**src/rtl/write_full_ctrl.sv**
```systemverilog
// Write-side full/level tracking for an async FIFO: Gray write pointer, read-pointer synchronizer, pointer sanity check.
// Define ALMOST_FULL_EN to add the registered almost_full output (threshold AF_THRESH).
module write_full_ctrl #(
  parameter int ADDR_W      = 3,
  parameter int SYNC_STAGES = 2,
  parameter int AF_THRESH   = 6
) (
  input  logic              w_clk,
  input  logic              rst,
  input  logic [ADDR_W:0]   w_ptr,
  input  logic [ADDR_W:0]   r_gray,
  output logic              full_flag,
  output logic [ADDR_W:0]   w_gray,
  output logic [ADDR_W:0]   w_level,
  output logic              ptr_err
`ifdef ALMOST_FULL_EN
  ,
  output logic              almost_full
`endif
);

  localparam logic [ADDR_W:0] ONE = (ADDR_W + 1)'(1);

  logic [ADDR_W:0] sync_q [SYNC_STAGES];
  logic [ADDR_W:0] r_gray_s;
  logic [ADDR_W:0] r_bin_s;
  logic [ADDR_W:0] w_ptr_q;
  logic [ADDR_W:0] ptr_step;
  logic            full_q;
  logic            chk_en;
  logic            bad_step;

  always_ff @(posedge w_clk or posedge rst) begin
    if (rst) begin
      for (int i = 0; i < SYNC_STAGES; i++) begin
        sync_q[i] <= '0;
      end
    end else begin
      sync_q[0] <= r_gray;
      for (int i = 1; i < SYNC_STAGES; i++) begin
        sync_q[i] <= sync_q[i-1];
      end
    end
  end

  assign r_gray_s = sync_q[SYNC_STAGES-1];

  for (genvar i = 0; i <= ADDR_W; i++) begin : g_g2b
    assign r_bin_s[i] = ^r_gray_s[ADDR_W:i];
  end

  // Same index with opposite wrap bit means the writer is a full lap ahead.
  assign full_flag = (w_ptr[ADDR_W] != r_bin_s[ADDR_W]) &&
                     (w_ptr[ADDR_W-1:0] == r_bin_s[ADDR_W-1:0]);
  assign w_level   = w_ptr - r_bin_s;

  assign ptr_step = w_ptr - w_ptr_q;
  assign bad_step = (ptr_step > ONE);

  // chk_en skips the first edge after reset so a stale w_ptr is not mistaken for a jump.
  always_ff @(posedge w_clk or posedge rst) begin
    if (rst) begin
      w_gray  <= '0;
      w_ptr_q <= '0;
      full_q  <= 1'b0;
      chk_en  <= 1'b0;
      ptr_err <= 1'b0;
    end else begin
      w_gray  <= w_ptr ^ (w_ptr >> 1);
      w_ptr_q <= w_ptr;
      full_q  <= full_flag;
      chk_en  <= 1'b1;
      if (chk_en && (bad_step || (full_q && (w_ptr != w_ptr_q)))) begin
        ptr_err <= 1'b1;
      end
    end
  end

`ifdef ALMOST_FULL_EN
  localparam logic [ADDR_W:0] AF_LVL = (ADDR_W + 1)'(AF_THRESH);

  always_ff @(posedge w_clk or posedge rst) begin
    if (rst) begin
      almost_full <= 1'b0;
    end else begin
      almost_full <= (w_level >= AF_LVL);
    end
  end
`else
  // Threshold has no effect without almost_full; referenced only to keep the parameter list uniform.
  logic af_unused;
  assign af_unused = ^AF_THRESH;
`endif

endmodule

```
**config.mk**
```make
export PLATFORM = sky130hd
export DESIGN_NAME = write_full_ctrl
export DESIGN_NICKNAME = d
export VERILOG_FILES = /design/src/rtl/write_full_ctrl.sv
export SDC_FILE = /design/constraint.sdc
export NUM_CORES = 1
export LEC_CHECK = 0
export CAP_MARGIN = 10
export CELL_PAD_IN_SITES_DETAIL_PLACEMENT = 1
export CELL_PAD_IN_SITES_GLOBAL_PLACEMENT = 2
export CORE_ASPECT_RATIO = 0.9
export CORE_MARGIN = 2
export CORE_UTILIZATION = 42
export DETAILED_ROUTE_END_ITERATION = 8
export DONT_BUFFER_PORTS = 1
export PLACE_DENSITY = 0.85
export SLEW_MARGIN = 10
export SYNTH_ARGS = -nofsm -noshare
export SYNTH_HDL_FRONTEND = slang
export SYNTH_SLANG_ARGS = --single-unit
```
**constraint.sdc**
```tcl
create_clock -name w_clk -period 2.9 [get_ports w_clk]
set_input_delay 0.435 -clock w_clk [delete_from_list [all_inputs] [get_ports w_clk]]
set_output_delay 0.435 -clock w_clk [all_outputs]
set_load 0.05 [all_outputs]
```
==> results <==
- The run finished with clean final reports.
- The global-route wire length before repair is 1.94 mm.
- The worst register-to-register path has a depth of 6.
- Of the total power, the share spent switching nets is 0.347.
- The total count of max-transition violations in the final report is 0.
- The total overflow left after global routing is 0.
- Compared with the post-synthesis result, the final layout area differs by 11.5%.
- Counting every sink on the clock net gives 18.
- After synthesis, the netlist uses 19 different library cells.
- Measured along the x axis, the die boundary spans 50.2 um.
- STA classifies the critical path endpoint as an output port.
- 20 I/O pins were placed.
- For this block, the via count after detailed routing is 423.
- The share of power burned in the clock network is 0.247.
- The cell count after synthesis came out at 60.
- The clock period minus worst slack is 2.68 ns.
- The die boundary height is 45.6 um.
- The total iterations of the first detailed-routing run is 1.
- Once placement finished, the instance area stood at 853 sq um.
- The flip-flop cell with the highest count after synthesis is dfrtp_1.
- The mapped cell area is 807 sq um.
- The area of the core is 1860 sq um.
- The leakage power is 0.000423 uW.
- The post-synthesis area per instance is 13.5 sq um.
- The critical path goes through xnor2_2, xor2_2, xnor2_1, ha_1, inv_1, fa_2, xor2_1, buf_4.
- The TritonCTS clock tree is built.
- CTS placed an instance of clkbuf_4 at the clock tree root.
- The most instantiated library cell after synthesis is dfrtp_1.
- Of the available clock period, the critical path in the final layout requires 0.924.
- The cell type with the highest aggregate area in the netlist is dfrtp_1.
- In the routed layout, each cell is associated on average with a via count of 4.60.
- The number of antenna violations at the first check in global routing is 0.
- The number of global-route vias before repair is 469.
- For this block, the routed nets add up to 1.22 mm of wire.
- The net count of the finished layout is 86.
- In the final routed layout, each cell accounts on average for 13.3 um.
- The later pin in the worst-skew pair is clocked with a latency of 0.29 ns.
- After the first detailed-routing iteration, the DRC count stood at 0.
- By startpoint and endpoint, the worst setup path is classified as flop to output port.
- In this run the register-to-register setup slack is 1.16 ns.
- Across every metal layer, demand over resource in global routing totals 0.124.
- The portion of synthesized area spent on multiplexers is 0.
- The logic gate share of total power is 0.275.
- The number of antenna cells inserted is 0.
- Of the total synthesized cell area, the portion taken by AND, OR, NAND and NOR gates is 0.0496.
- The worst-margin pin slew is 0.670 ns.
- The count of endpoints failing hold in the final timing report is 0.
- Entering global routing, the biggest net connects 19 pins.
- For this design the ratio of total power to cell area is 674 nW/um^2.
- In the synthesized netlist the async set-or-reset flop fraction comes to 1.00.
- In this design, the stage delay of the slowest critical-path cell is 0.41 ns.
- The area of all placed cells without fillers is 900 sq um.
- In this run the remaining antenna-violating nets after routing total 0.
- The largest individual stage delay along the critical path comes from the cell dfrtp_1.
- The proportion of power drawn by flip-flops and latches is 0.478.
- The TritonCTS buffer count is 3.
- The count of warnings emitted by yosys is 0.
- The most critical setup path has its startpoint at r_gray_s[2].
- The floorplan has 15 rows.
- The highest attainable clock frequency is 373 MHz.
- The endpoint required time on the critical path is 2.47 ns.
- The maximum fanout encountered on the critical timing path is 3.
- After clock tree synthesis, the clock-pin slew on the worst setup and hold paths is 0.10 ns.
- The minimum setup slack after placement is 0.405 ns.
- STA classifies the critical path startpoint as a flop.
- The setup violation total in the final timing report is 0.
- The DRC violation count after routing is 0.
- Of the synthesized area, sequential elements account for 0.558.
- The endpoint of the most critical setup path is w_level[2].
- The area share of fa/ha/maj cells after synthesis is 0.143.
- In the final layout, the share of cells above drive strength 1 is 0.194.
- After synthesis, the cell types taking the most area are dfrtp_1, ha_1, xor2_1, fa_1, inv_1.
- The net switching power is 211 uW.
- The clock passes through at most 2 buffers.
- At the worst endpoint, the arrival time is 2.24 ns.
- The reg-to-reg startpoint is w_ptr_q[0].
- The worst-case IR drop observed on VDD is 0.000379 V.
- By count the netlist is led by dfrtp_1, inv_1, xor2_1, ha_1.
- The post-synthesis compound-gate area fraction is 0.0543.
- The count of buffers added on input and output ports is 0.
- The synthesized design contains 0 enable-type register cells.
- The total die area is 2290 sq um.
- After legalization and detailed placement, the total HPWL measured 939 um.
- The number of hold buffers added after cts is 0.
- The xor and xnor fraction of the mapped netlist area is 0.149.
- The tightest min-delay check is of the primary input to asynchronous set/reset pin type.
- The last weighted congestion value of the routability-driven placer is 0.703.
- The total internal power is 396 uW.
- The number of nets produced by synthesis is 78.
- The CTS H-tree depth is 1.
- The worst clock skew is 0.00606 ns.
- Setup repair after global routing left no endpoint under its margin.
- The normalized max-slew margin is 0.553.
- By area, the combinational part of the netlist is dominated by XOR/XNOR gates.
- After routing, the total negative slack on setup checks comes to 0 ns.
- Once routing completed, OpenROAD measured the worst setup slack at 0.220 ns.
- The initial utilization of the core area, before any placement, comes to 0.434.
- The proportion of netlist area held by the largest area contributor is 0.558.
- After synthesis the netlist holds a flip-flop and latch count of 18.
- The tool flagged a number of max-cap violations equal to 0.
- The capture point of the worst reg-to-reg path is ptr_err.
critical path: cells and delay by family, from the launching register on:
family                   cells  cell delay, ns
buffers and inverters        2            0.28
XOR/XNOR                     4            0.75
flip-flops                   1            0.41
adder cells (fa/ha/maj)      2            0.52
power by group through the flow:
stage                     combinational (uW)  clock, uW  sequential [uW]
after floorplan                          136          0              291
after global placement                   160          0              294
after detailed placement                 162          0              295
after CTS                                164        159              290
after global routing                     178        165              291
final                                    167        150              290
state kept, by name, summed over array words and instances (netlist names):
register and count:
chk_en 1, full_q 1, ptr_err 1, r_gray_s 4, sync_q 4, w_gray 4
w_ptr_q 3
stage by stage:
| step | cells | hold WS [ns] | total power, uW | utilization |
|---|---|---|---|---|
| 6_report | 92 | 0.119 | 606 | 0.484 |
| 5_1_grt | 92 | 0.140 | 634 | 0.484 |
| 4_1_cts | 91 | 0.132 | 613 | 0.479 |
| 3_5_place_dp | 87 | 0.340 | 457 | 0.459 |
| 3_3_place_gp | 87 | 0.333 | 454 | 0.459 |
| 2_1_floorplan | 60 | 0.331 | 427 | - |
repair_timing:
item / 4_1_cts / 5_1_grt
buffers inserted: 0 / 1
endpoints found under the hold margin: 0 / 0
resized for setup: 0 / 1
setup endpoints to repair: 0 / 2
layout make-up:
type / count / area [sq um]
multi-input combinational: 34 / 325
timing repair buffer: 4 / 30.0
clock buffer: 4 / 36.3
fill: 190 / 958
inverter: 7 / 26.3
sequential: 18 / 450
tap: 25 / 31.3
placed cells by master (no fill, tap or decap):
master	n
nor2_1	2
ha_1	6
a211o_1	1
nand3b_1	1
nand3_1	2
buf_4	4
a21oi_1	3
or3_4	1
nand2_1	1
dfrtp_1	18
xor2_1	7
a21o_1	1
xor2_2	1
xnor2_2	1
clkbuf_8	1
o22ai_2	1
xnor2_1	3
inv_1	7
conb_1	1
fa_2	1
clkbuf_4	3
fa_1	1
cell families (layout without fill, tap and decap cells):
kind of cell	count (synthesis)	after routing
AOI/OAI and AO/OA	6	6
xor gates and xnor gates	12	12
adders and majority gates	8	8
buffers and inverters	8	15
DFF	18	18
other	1	1
and+or+nand+nor	7	7
layer usage:
metal  GRT usage  wire length (um)  share of wire
met5           0                 0              0
met3      0.0428                64          0.052
met1       0.135               479           0.39
met2       0.208               667           0.55
met4      0.0833                10         0.0082
worst min path at each step:
stage | slack [ns] | cells past startpoint | end
after floorplan | 0.33 | 0 | r_gray_s[0]
after global placement | 0.33 | 0 | r_gray_s[2]
after detailed placement | 0.34 | 0 | r_gray_s[1]
after CTS | 0.13 | 1 | sync_q[5]
after global routing | 0.14 | 0 | w_ptr_q[0]
final | 0.12 | 1 | r_gray_s[0]
Note: power is estimated with default switching activity, not from simulation.
